$ cat config.mk
export PLATFORM = sky130hd
export DESIGN_NAME = alu_vec_sequencer
export DESIGN_NICKNAME = d
export VERILOG_FILES = /design/src/rtl/alu_seq_pkg.sv /design/src/rtl/alu_seq_agen.sv /design/src/rtl/alu_vec_sequencer.sv
export SDC_FILE = /design/constraint.sdc
export NUM_CORES = 1
export LEC_CHECK = 0
export BUFFER_PORTS_ARGS = -buffer_cell sky130_fd_sc_hd__buf_2
export CORE_ASPECT_RATIO = 1.2
export CORE_MARGIN = 2
export CORE_UTILIZATION = 39
export DETAILED_ROUTE_END_ITERATION = 10
export PLACE_DENSITY_LB_ADDON = 0.3
export SETUP_SLACK_MARGIN = 0.4
export SYNTH_ARGS = -nofsm -noshare
export SYNTH_HDL_FRONTEND = slang
export SYNTH_SLANG_ARGS = --single-unit
$ cat constraint.sdc
create_clock -name clk -period 4.52 [get_ports clk]
set_clock_uncertainty 0.15 [all_clocks]
set_input_delay 0.904 -clock clk [delete_from_list [all_inputs] [get_ports clk]]
set_output_delay 0.904 -clock clk [all_outputs]
set_load 0.1 [all_outputs]
$ cat src/rtl/alu_seq_pkg.sv
// rtl/alu_seq_pkg.sv - opcodes and state encoding shared by the ALU vector sequencer
package alu_seq_pkg;

  localparam logic [3:0] OP_ADD       = 4'd1;
  localparam logic [3:0] OP_SUB       = 4'd2;
  localparam logic [3:0] OP_XOR       = 4'd3;
  localparam logic [3:0] OP_AND       = 4'd4;
  localparam logic [3:0] OP_OR        = 4'd5;
  localparam logic [3:0] OP_MOVS      = 4'd6;
  localparam logic [3:0] OP_MOVSR     = 4'd7;
  localparam logic [3:0] OP_SHL       = 4'd8;
  localparam logic [3:0] OP_SHR       = 4'd9;
  localparam logic [3:0] OP_ROR       = 4'd10;
  localparam logic [3:0] OP_ROL       = 4'd11;
  localparam logic [3:0] OP_MAX_LEGAL = 4'd11;

  typedef enum logic [1:0] {
    ST_IDLE  = 2'd0,
    ST_ISSUE = 2'd1,
    ST_DRAIN = 2'd2,
    ST_FIN   = 2'd3
  } seq_state_t;

endpackage

$ cat src/rtl/alu_seq_agen.sv
// rtl/alu_seq_agen.sv - element counters and wrapping base+index address adders
module alu_seq_agen #(
  parameter int ADDR_W = 5,
  parameter int LEN_W  = 6
) (
  input  logic              clk,
  input  logic              reset,
  input  logic              i_clear,
  input  logic              i_issue,
  input  logic              i_wadv,
  input  logic [ADDR_W-1:0] i_src_a,
  input  logic [ADDR_W-1:0] i_src_b,
  input  logic [ADDR_W-1:0] i_dst,
  input  logic [LEN_W-1:0]  i_len,
  output logic [ADDR_W-1:0] o_raddr_a,
  output logic [ADDR_W-1:0] o_raddr_b,
  output logic [ADDR_W-1:0] o_waddr,
  output logic              o_last
);

  logic [LEN_W-1:0] r_ridx;
  logic [LEN_W-1:0] r_widx;

  always_ff @(posedge clk or posedge reset) begin
    if (reset) begin
      r_ridx <= '0;
      r_widx <= '0;
    end else if (i_clear) begin
      r_ridx <= '0;
      r_widx <= '0;
    end else begin
      if (i_issue) r_ridx <= r_ridx + LEN_W'(1);
      if (i_wadv)  r_widx <= r_widx + LEN_W'(1);
    end
  end

  // Truncating the index to ADDR_W gives the modulo-2^ADDR_W wrap for free.
  assign o_raddr_a = i_src_a + ADDR_W'(r_ridx);
  assign o_raddr_b = i_src_b + ADDR_W'(r_ridx);
  assign o_waddr   = i_dst + ADDR_W'(r_widx);
  assign o_last    = (r_ridx == i_len - LEN_W'(1));

endmodule

$ cat src/rtl/alu_vec_sequencer.sv
// rtl/alu_vec_sequencer.sv - sequences the shared ALU over register-file vectors
// (define ALU_SEQ_STATUS_EN to add the status_zero output)
module alu_vec_sequencer
  import alu_seq_pkg::*;
#(
  parameter int DATA_W = 8,
  parameter int OP_W   = 4,
  parameter int ADDR_W = 5,
  parameter int LEN_W  = 6
) (
  input  logic              clk,
  input  logic              reset,
  input  logic              cmd_valid,
  output logic              cmd_ready,
  input  logic [OP_W-1:0]   cmd_op,
  input  logic [ADDR_W-1:0] cmd_src_a,
  input  logic [ADDR_W-1:0] cmd_src_b,
  input  logic [ADDR_W-1:0] cmd_dst,
  input  logic [LEN_W-1:0]  cmd_len,
  output logic [ADDR_W-1:0] rf_raddr_a,
  output logic [ADDR_W-1:0] rf_raddr_b,
  input  logic [DATA_W-1:0] rf_rdata_a,
  input  logic [DATA_W-1:0] rf_rdata_b,
  output logic [OP_W-1:0]   alu_function,
  output logic [DATA_W-1:0] alu_a,
  output logic [DATA_W-1:0] alu_b,
  input  logic [DATA_W-1:0] alu_result,
  output logic              rf_we,
  output logic [ADDR_W-1:0] rf_waddr,
  output logic [DATA_W-1:0] rf_wdata,
  output logic              busy,
  output logic              done,
  output logic              err
`ifdef ALU_SEQ_STATUS_EN
  ,
  output logic              status_zero
`endif
);

  seq_state_t        r_state, w_next;
  logic [OP_W-1:0]   r_op;
  logic [ADDR_W-1:0] r_src_a, r_src_b, r_dst;
  logic [LEN_W-1:0]  r_len;
  logic              r_err, r_alive, r_ex_vld, r_we;
  logic [ADDR_W-1:0] r_waddr;
  logic [DATA_W-1:0] r_wdata;
  logic [ADDR_W-1:0] w_raddr_a, w_raddr_b, w_waddr;
  logic              w_last, w_accept, w_op_legal;

  assign w_op_legal = (cmd_op != '0) && (cmd_op <= OP_W'(OP_MAX_LEGAL));
  assign w_accept   = cmd_valid && cmd_ready;

  alu_seq_agen #(.ADDR_W(ADDR_W), .LEN_W(LEN_W)) u_agen (
    .clk       (clk),
    .reset     (reset),
    .i_clear   (w_accept),
    .i_issue   (r_state == ST_ISSUE),
    .i_wadv    (r_ex_vld),
    .i_src_a   (r_src_a),
    .i_src_b   (r_src_b),
    .i_dst     (r_dst),
    .i_len     (r_len),
    .o_raddr_a (w_raddr_a),
    .o_raddr_b (w_raddr_b),
    .o_waddr   (w_waddr),
    .o_last    (w_last)
  );

  always_ff @(posedge clk or posedge reset) begin
    if (reset) r_state <= ST_IDLE;
    else       r_state <= w_next;
  end

  always_comb begin
    w_next       = r_state;
    cmd_ready    = 1'b0;
    busy         = 1'b0;
    done         = 1'b0;
    err          = 1'b0;
    rf_raddr_a   = '0;
    rf_raddr_b   = '0;
    alu_function = '0;
    alu_a        = '0;
    alu_b        = '0;
    unique case (r_state)
      ST_IDLE: begin
        cmd_ready = r_alive;
        if (w_accept) w_next = (!w_op_legal || cmd_len == '0) ? ST_FIN : ST_ISSUE;
      end
      ST_ISSUE: begin
        busy       = 1'b1;
        rf_raddr_a = w_raddr_a;
        rf_raddr_b = w_raddr_b;
        if (w_last) w_next = ST_DRAIN;
      end
      ST_DRAIN: begin
        busy = 1'b1;
        // Last write is on the bus and nothing is left in the execute stage.
        if (r_we && !r_ex_vld) w_next = ST_FIN;
      end
      ST_FIN: begin
        busy   = 1'b1;
        done   = 1'b1;
        err    = r_err;
        w_next = ST_IDLE;
      end
      default: w_next = ST_IDLE;
    endcase
    if (r_ex_vld) begin
      alu_function = r_op;
      alu_a        = rf_rdata_a;
      alu_b        = rf_rdata_b;
    end
  end

  always_ff @(posedge clk or posedge reset) begin
    if (reset) begin
      r_alive  <= 1'b0;
      r_op     <= '0;
      r_src_a  <= '0;
      r_src_b  <= '0;
      r_dst    <= '0;
      r_len    <= '0;
      r_err    <= 1'b0;
      r_ex_vld <= 1'b0;
      r_we     <= 1'b0;
      r_waddr  <= '0;
      r_wdata  <= '0;
    end else begin
      r_alive <= 1'b1;
      if (w_accept) begin
        r_op    <= cmd_op;
        r_src_a <= cmd_src_a;
        r_src_b <= cmd_src_b;
        r_dst   <= cmd_dst;
        r_len   <= cmd_len;
        r_err   <= !w_op_legal;
      end
      r_ex_vld <= (r_state == ST_ISSUE);
      r_we     <= r_ex_vld;
      r_waddr  <= r_ex_vld ? w_waddr : '0;
      r_wdata  <= r_ex_vld ? alu_result : '0;
    end
  end

  assign rf_we    = r_we;
  assign rf_waddr = r_waddr;
  assign rf_wdata = r_wdata;

`ifdef ALU_SEQ_STATUS_EN
  logic r_zero_acc, r_status_zero, w_zero_acc;

  // Illegal ops start the accumulator low so they always report non-zero.
  assign w_zero_acc = w_accept ? w_op_legal : (r_zero_acc & ~(r_we & (|r_wdata)));

  always_ff @(posedge clk or posedge reset) begin
    if (reset) begin
      r_zero_acc    <= 1'b0;
      r_status_zero <= 1'b0;
    end else begin
      r_zero_acc <= w_zero_acc;
      if (r_state != ST_FIN && w_next == ST_FIN) r_status_zero <= w_zero_acc;
    end
  end

  assign status_zero = r_status_zero;
`endif

endmodule

==> impl_metrics.ini <==
[cts]
cts.sinks = 55
cts_tree = built
insertion_delay_ns = 0.30
clock-root-buffer = clkbuf_8
clock_path_buffers = 2
cts_made_buffers = 5
htreeDepth = 2
cts_setup_buffers = 0
cts_hold_buf = 0
path_clk_slew_ns = 0.09
cts_resized = 0

[worst_setup_path]
crit_type = reg -> out
slowest_stage = dfrtp_1
end_kind = output pin
path_max_fanout = 6
cp_num_buf_inv = 1
worstPathArrival_ns = 2.48
cp-start-kind = flip-flop
path_cells = ha_1 > fa_1 > a21o_1 > a21oi_1 > xnor2_1 > and2_1 > buf_2
worstPathRequired_ns = 3.47
critical_path.max_stage_delay_ns = 0.47
cp_top_family = adder cells

[yosys]
yosysWarnings = 0
syn_nets = 380
yosysSeqAreaShare_pct = 46.8
syn_inst = 305
async_flop_share_pct = 100
synth_ff_type = dfrtp_1
syn_area_um2 = 2940
yosysUniqueCellTypes = 33
synth_edf_count = 0
synth.avg_cell_area_um2 = 9.63
synth-seq-cells = 55

[place]
dp_slack_ns = 1.31
place_hpwl_um = 4390
port_buffers = 99
gp_congestion = 0.771

[die]
die_area_um2 = 8250
ios = 100
num_rows = 34
fp.dieH_um = 99.1
core_um2 = 7270
die_x_um = 83.2
start_util_pct = 40.4

[final_layout]
final_common_cell = buf_2
final_nets = 474
syn_to_final_growth_pct = 22.7
final_cell_mix = 99 x buf_2, 76 x nand2_1, 55 x dfrtp_1
diodes = 0
drive_above_1_share_pct = 28.2

[run_status]
status = finished clean

[timing]
rsz0062_at_grt = no
whs_ns = 0.321
finalSetupViolations = 0
slew_viol_final = 0
hold_violations = 0
period_needed_ns = 3.53
worst_pin_slew_ns = 0.962
fmax_mhz = 283
setup_ws_ns = 0.988
slew_headroom_pct = 35.9
fin_tns_setup_ns = 0
fin_crit_sh_pct = 78.1

[global_routing]
grtUsageTotal_pct = 14.8
antenna_found_initial = 0
grt_max_degree = 47
grt_remaining_overflow = 0
grt_pass1_wl_um = 10100
grt_pass1_vias = 2301

[routing]
vias = 2305
drt-vias-per-instance = 4.70
drt_wl_total_um = 5980
initialDrtViolationCount = 76
ant_nets = 0
drt-pass1-iter-count = 4
drc_errors = 0
wl_per_cell_um = 12.2

[flow_run]
drv_cap = 0

[worst_hold_path]
hold_class = reg -> reg
cells in the mapped netlist, drive strengths merged, types with 4 or more instances:
cell / number / area share, %
a21o: 6 / 1.5
a21oi: 10 / 1.7
and2: 45 / 9.6
clkbuf: 13 / 1.7
dfrtp: 55 / 47
ha: 20 / 8.5
inv: 7 / 0.89
nand2: 76 / 9.7
nand4: 5 / 1.1
nor2: 12 / 1.5
o21ai: 4 / 0.68
xnor2: 14 / 4.2
xor2: 13 / 3.9
metal layers:
layer | GRT usage, % | vias up | share of wire (%)
met2 | 28.0 | 79 | 51
met3 | 2.93 | 6 | 5.6
li1 | - | 1169 | -
met5 | 0 | - | 0
met1 | 17.5 | 1051 | 43
met4 | 2.52 | 0 | 0.79
worst register-to-register path, stage by stage, from the launching register on:
cell and delay, ns:
dfrtp_1 0.43, inv_1 0.12, ha_1 0.21, and2_1 0.15, nand2_1 0.52, a222oi_1 0.65, o32a_1 0.24
through the flow:
stage / instances / utilization, % / instance area [µm²]
floorplan: 305 / - / 2940
global route: 490 / 49.6 / 3600
detailed placement: 482 / 48.2 / 3500
CTS: 490 / 49.6 / 3600
finish: 490 / 49.6 / 3600
global placement: 482 / 48.2 / 3500
final cells by class:
cell class                 count  area, µm²
inverter                       7       26.3
multi-input combinational    229       1480
timing repair buffer         101        510
tap                           90        113
clock buffer                   8        100
fill                         692       3670
sequential                    55       1380
registers in the layout, summed over array words and instances, names as in the netlist:
name           cells
u_agen.r_widx      5
rf_waddr           5
r_op               4
r_src_a            5
r_err              1
r_len              6
r_dst              5
r_alive            1
r_src_b            5
u_agen.r_ridx      6
rf_we              1
r_ex_vld           1
rf_wdata           8
r_state            2
logic make-up after synthesis:
family                     after synthesis  share of synthesized area [%]
AOI/OAI and AO/OA                       26                           5.96
xor gates and xnor gates                27                           8.05
adders and majority gates               23                           10.6
buffers and inverters                   21                           2.81
DFF                                     55                           46.8
muxes                                    3                           1.02
other                                    1                          0.128
and+or+nand+nor                        149                           24.6
worst paths after layout:
check	startpoint	to	slack, ns	cells past startpoint
max in group asynchronous	reset	u_agen.r_ridx[5]	2.84	3
min in group asynchronous	reset	rf_wdata[0]	0.65	2
max	u_agen.r_ridx[0]	rf_raddr_a[4]	0.99	7
min	r_op[2]	r_op[2]	0.32	2
max reg2reg	r_state[0]	r_state[0]	1.99	6
min reg2reg	r_op[2]	r_op[2]	0.32	2
Power is not shown: default switching activity piles up to over one toggle a cycle in this logic, so the estimate is an artifact.
